[src/rtl/vram_arbiter.sv]
// vram_arbiter
// Shares one single-port video RAM among three users in the pixel-clock domain:
//   - display scan-out reads (hard priority, 1-cycle read latency),
//   - a pixel writer on a valid/ready handshake,
//   - an internal full-screen clear engine.
//
// Optional feature: define VRAM_ARB_STALL_CNT_EN to build the 16-bit writer
// stall counter. Without it stall_cnt is tied to 0.
//
// Ports:
//   clk, reset            pixel clock, synchronous active-high reset
//   disp_req/h/v          display read request and {column,row}
//   pix_data, pix_valid   display read result (0 when not valid)
//   wr_valid/ready/h/v/data  writer handshake
//   clr_start, clr_color  start a clear with the given colour
//   busy, clr_done        clear in progress / one-cycle completion pulse
//   stall_cnt             writer stall cycles (saturating)
//   ram_addr/en/we/din    RAM port ({h,v} address)
//   ram_dout              RAM read data, 1-cycle latency
module vram_arbiter #(
  parameter int H_W   = 10,
  parameter int V_W   = 9,
  parameter int DW    = 12,
  parameter int H_MAX = 640,
  parameter int V_MAX = 480
) (
  input  logic               clk,
  input  logic               reset,
  input  logic               disp_req,
  input  logic [H_W-1:0]     disp_h,
  input  logic [V_W-1:0]     disp_v,
  output logic [DW-1:0]      pix_data,
  output logic               pix_valid,
  input  logic               wr_valid,
  output logic               wr_ready,
  input  logic [H_W-1:0]     wr_h,
  input  logic [V_W-1:0]     wr_v,
  input  logic [DW-1:0]      wr_data,
  input  logic               clr_start,
  input  logic [DW-1:0]      clr_color,
  output logic               busy,
  output logic               clr_done,
  output logic [15:0]        stall_cnt,
  output logic [H_W+V_W-1:0] ram_addr,
  output logic               ram_en,
  output logic               ram_we,
  output logic [DW-1:0]      ram_din,
  input  logic [DW-1:0]      ram_dout
);

  localparam logic [H_W-1:0] H_LAST = H_W'(H_MAX - 1);
  localparam logic [V_W-1:0] V_LAST = V_W'(V_MAX - 1);

  typedef enum logic {IDLE, CLEAR} state_e;

  state_e         state_q, state_d;
  logic [H_W-1:0] ch_q, ch_d;
  logic [V_W-1:0] cv_q, cv_d;
  logic [DW-1:0]  color_q, color_d;
  logic           clr_done_q, clr_done_d;
  logic           pix_valid_q;

  // Next-state logic. Clear counters only advance in cycles the display
  // leaves the RAM free.
  always_comb begin
    state_d    = state_q;
    ch_d       = ch_q;
    cv_d       = cv_q;
    color_d    = color_q;
    clr_done_d = 1'b0;
    case (state_q)
      IDLE: begin
        if (clr_start) begin
          state_d = CLEAR;
          ch_d    = '0;
          cv_d    = '0;
          color_d = clr_color;
        end
      end
      CLEAR: begin
        if (!disp_req) begin
          if (ch_q != H_LAST) begin
            ch_d = ch_q + 1'b1;
          end else if (cv_q != V_LAST) begin
            ch_d = '0;
            cv_d = cv_q + 1'b1;
          end else begin
            state_d    = IDLE;
            clr_done_d = 1'b1;
          end
        end
      end
      default: state_d = IDLE;
    endcase
  end

  // RAM slot selection: reset > display > clear > writer > idle.
  always_comb begin
    ram_en   = 1'b0;
    ram_we   = 1'b0;
    ram_addr = '0;
    ram_din  = '0;
    wr_ready = 1'b0;
    if (!reset) begin
      if (disp_req) begin
        ram_addr = {disp_h, disp_v};
        ram_en   = 1'b1;
      end else if (state_q == CLEAR) begin
        ram_addr = {ch_q, cv_q};
        ram_din  = color_q;
        ram_en   = 1'b1;
        ram_we   = 1'b1;
      end else begin
        // Ready is offered regardless of wr_valid.
        wr_ready = 1'b1;
        if (wr_valid) begin
          ram_addr = {wr_h, wr_v};
          ram_din  = wr_data;
          ram_en   = 1'b1;
          ram_we   = 1'b1;
        end
      end
    end
  end

  always_ff @(posedge clk) begin
    if (reset) begin
      state_q     <= IDLE;
      ch_q        <= '0;
      cv_q        <= '0;
      clr_done_q  <= 1'b0;
      pix_valid_q <= 1'b0;
    end else begin
      state_q     <= state_d;
      ch_q        <= ch_d;
      cv_q        <= cv_d;
      clr_done_q  <= clr_done_d;
      pix_valid_q <= disp_req;
    end
  end

  // Fill colour is pure data; it is always reloaded before use.
  always_ff @(posedge clk) begin
    color_q <= color_d;
  end

  assign pix_valid = pix_valid_q;
  assign pix_data  = pix_valid_q ? ram_dout : '0;
  assign busy      = (state_q == CLEAR);
  assign clr_done  = clr_done_q;

`ifdef VRAM_ARB_STALL_CNT_EN
  logic [15:0] stall_q;

  always_ff @(posedge clk) begin
    if (reset) begin
      stall_q <= '0;
    end else if (wr_valid && !wr_ready && (stall_q != 16'hFFFF)) begin
      stall_q <= stall_q + 16'd1;
    end
  end

  assign stall_cnt = stall_q;
`else
  assign stall_cnt = '0;
`endif

endmodule

[config.mk]
export PLATFORM = sky130hd
export DESIGN_NAME = vram_arbiter
export DESIGN_NICKNAME = d
export VERILOG_FILES = /design/src/rtl/vram_arbiter.sv
export SDC_FILE = /design/constraint.sdc
export NUM_CORES = 1
export LEC_CHECK = 0
export BUFFER_PORTS_ARGS = -buffer_cell sky130_fd_sc_hd__buf_2
export CAP_MARGIN = 20
export CORE_UTILIZATION = 42
export CTS_CLUSTER_SIZE = 30
export DETAILED_ROUTE_END_ITERATION = 7
export PLACE_DENSITY_LB_ADDON = 0.08
export SYNTH_ARGS = -nofsm -noshare
export SYNTH_HDL_FRONTEND = slang
export SYNTH_SLANG_ARGS = --single-unit
[constraint.sdc]
create_clock -name clk -period 2.3 [get_ports clk]
set_clock_uncertainty 0.15 [all_clocks]
set_input_delay 0.115 -clock clk [delete_from_list [all_inputs] [get_ports clk]]
set_output_delay 0.115 -clock clk [all_outputs]
set_load 0.01 [all_outputs]
==> results.txt <==
Fmax -> 467 MHz
Slew @ Worst Pin -> 0.604 ns
WL per Instance -> 14.5 um
Grt peak-use layer -> met2
Primary FF master, synth -> dfxtp_1
Share of cells above drive strength 1 -> 0.398
Vias in the first global route -> 1946
Slowest cell delay on critical path -> 0.52 ns
Final ANT Viol Nets -> 0
Static leakage -> 1.57 nW
Sequential element share of the synthesized area -> 0.371
Fin nets -> 462
Core Region -> 4850 um2
Buffers on Ports -> 127
Iteration-0 DRC Markers -> 171
Worst setup EP type -> primary output
Core Rows -> 25
FF+latch count, synth -> 34
Worst reg2reg setup slack -> 0.28 ns
Worst path bufs/invs -> 5
GRT Resource Usage Total -> 0.228
Die W -> 73.7 um
First-pass iteration count of the detailed router -> 5
Number of enable flip-flop cells after synthesis -> 12
Area of the mapped netlist -> 2160 um2
HPWL after DPL -> 4.92 mm
Fill count -> 421
Worst-path clk slew -> 0.07 ns
Area Overhead vs Synth -> 44.4%
Final Util -> 0.644
Crit-path max FO -> 14
Top Family by Delay on Critical Path -> buffers and inverters
Clock Latency Late Sink -> 0.29 ns
Slowest CP cell -> dlygate4sd3_1
Setup TNS -> 0 ns
Post-DR vias/cell -> 5.24
Ys async rst share -> 0
Root Buffer Master -> clkbuf_8
Die area -> 5440 um2
Post-route cell area -> 3120 um2
Diodes inserted -> 0
Met2 Use GR -> 0.408
Num Clock Sinks -> 34
Slew headroom -> 0.595
Final Max Tran Viols -> 0
Initial antenna violation count -> 0
M1 GR Usage -> 0.280
Unrepaired setup endpoints after global routing -> false
Final setup viols -> 0
Grt met3 use -> 0.0357
CP cell instances -> dlygate4sd3_1 > clkbuf_4 > nor3_1 > and2_1 > buf_4 > a222oi_1 > inv_1 > buf_2
Clock Tree Buf Depth -> 2
GPL Wtd Cong -> 0.913
Die H -> 73.7 um
DR vias -> 2352
Inserted Clock Buffers -> 5
Minimum clock period -> 2.14 ns
WS Path Type -> input port to primary output
Largest net degree at the start of global routing -> 30
Max cap viols -> 0
CTS tree -> yes
Mapped Cells -> 237
Number of H-tree levels -> 2
Peak VDD IR -> 0.000375 V
Final hold vios -> 0
DR DRC count -> 0
Arrival time worst endpoint -> 1.88 ns
Tcrit/Tclk final -> 0.932
Post-synthesis cell type count -> 46
Setup repair bufs after CTS -> 0
Initial Util -> 0.446
Global route overflow -> 0
Req. time, crit path -> 2.04 ns
Worst setup SP type -> input port
PD cells -> 513 nW/um2
Placed Area -> 2850 um2
Status -> completed
Synth warn -> 0
Syn Area/Cell -> 9.12 um2
Hold Crit Class -> input port to register
First-pass GRT wire length -> 9.34 mm
IO Pins -> 144
Final wirelength -> 6.53 mm
kinds of logic (layout without fill, tap and decap cells):
group / Yosys count / in the layout / synth area share
other: 1 / 16 / 0.00174
AND/OR/NAND/NOR: 74 / 74 / 0.196
multiplexers: 1 / 1 / 0.00521
adder cells (fa/ha/maj): 2 / 2 / 0.0116
XOR/XNOR: 12 / 12 / 0.0486
flip-flops: 34 / 34 / 0.371
buffers and inverters: 51 / 181 / 0.118
AO/OA/AOI/OAI: 62 / 62 / 0.248
worst reg2reg max path: stages, from the launching register on:
cell and delay [ns]:
dfxtp_1 0.40, ha_1 0.21, nand3_1 0.18, nor3_1 0.52, a311oi_1 0.22, xnor2_1 0.18, nor2_1 0.06
per-stage QoR:
stage	cells	hold WS [ns]	worst slack, ns	power, mW
2_1_floorplan	252	0.0639	0.496	0.820
4_1_cts	449	0.146	0.145	1.61
3_5_place_dp	427	0.144	0.290	0.940
6_report	449	0.167	0.157	1.60
5_1_grt	449	0.210	0.0328	1.67
3_3_place_gp	427	0.142	0.330	0.937
state kept, by name, indices dropped and copies added (netlist names):
name and flops:
ch_q 10, pix_valid 1, color_q 12, clr_done 1
busy 1, cv_q 9
layout make-up:
class,count,area [um2],share of cell area
well taps,67,83.8,0.0269
clock buffers,5,68.8,0.0221
multi-input cells,167,1160,0.373
clock inverters,3,63.8,0.0204
repair buffers,152,861,0.276
flip-flops and latches,34,801,0.257
inverters,21,78.8,0.0253
power breakdown:
group / switching, mW / internal [mW] / total, mW / leakage (nW)
combinational: 0.149 / 0.146 / 0.295 / 1.21
clock: 0.223 / 0.429 / 0.652 / 0.0658
sequential: 0.0116 / 0.641 / 0.653 / 0.292
total: 0.384 / 1.22 / 1.60 / 1.57
synth_stat cells, types with 2 or more instances:
cell,number,area share
inv_1,21,0.036
a311oi_1,5,0.020
nand3b_1,2,0.0069
nor2_1,18,0.031
nand4_1,2,0.0058
a21oi_1,5,0.012
dfxtp_1,22,0.20
a22o_1,13,0.053
and3_1,6,0.017
o211ai_1,2,0.0069
and2_1,15,0.043
nor2b_1,4,0.012
a222oi_1,18,0.083
nand2_1,7,0.012
a211oi_1,4,0.014
o31ai_1,2,0.0069
buf_2,2,0.0046
a31oi_1,2,0.0058
buf_4,16,0.056
edfxtp_1,12,0.17
nor3_1,5,0.012
clkbuf_1,10,0.017
o2111ai_1,2,0.0081
xor2_1,4,0.016
ha_1,2,0.012
xnor2_1,8,0.032
nand3_1,6,0.014
nand2b_1,4,0.012
placed cells by master, fill, tap and decap left out, drive strengths merged, types with 6 or more instances in the layout:
cell type	instances
nand3	6
a21oi	6
edfxtp	12
inv	21
dlygate4sd3	14
nor2	18
and3	6
buf	137
a222oi	18
clkbuf	6
a22o	13
conb	16
and2	15
xnor2	8
nand2	7
dfxtp	22
timing repair:
action | in CTS | in global routing
endpoints found under the setup margin | 0 | 4
resized for setup | 0 | 1
hold buffers | 14 | 0
hold endpoints to repair | 17 | 0
metal layers:
metal  vias up  routed length (um)
li1       1136                   -
met2       107                3310
met5         -                   0
met1      1104                2760
met4         0                  70
met3         5                 392
final timing paths:
path / from / cells past startpoint / to
hold / removal: disp_req / 4 / ch_q[8]$_SDFFE_PP0P_
setup reg to reg: ch_q[0]$_SDFFE_PP0P_ / 6 / ch_q[7]$_SDFFE_PP0P_
hold reg to reg: ch_q[1]$_SDFFE_PP0P_ / 2 / ch_q[1]$_SDFFE_PP0P_
setup / recovery: reset / 8 / ram_addr[1]
No activity file was read; power rests on OpenSTA's default activity.
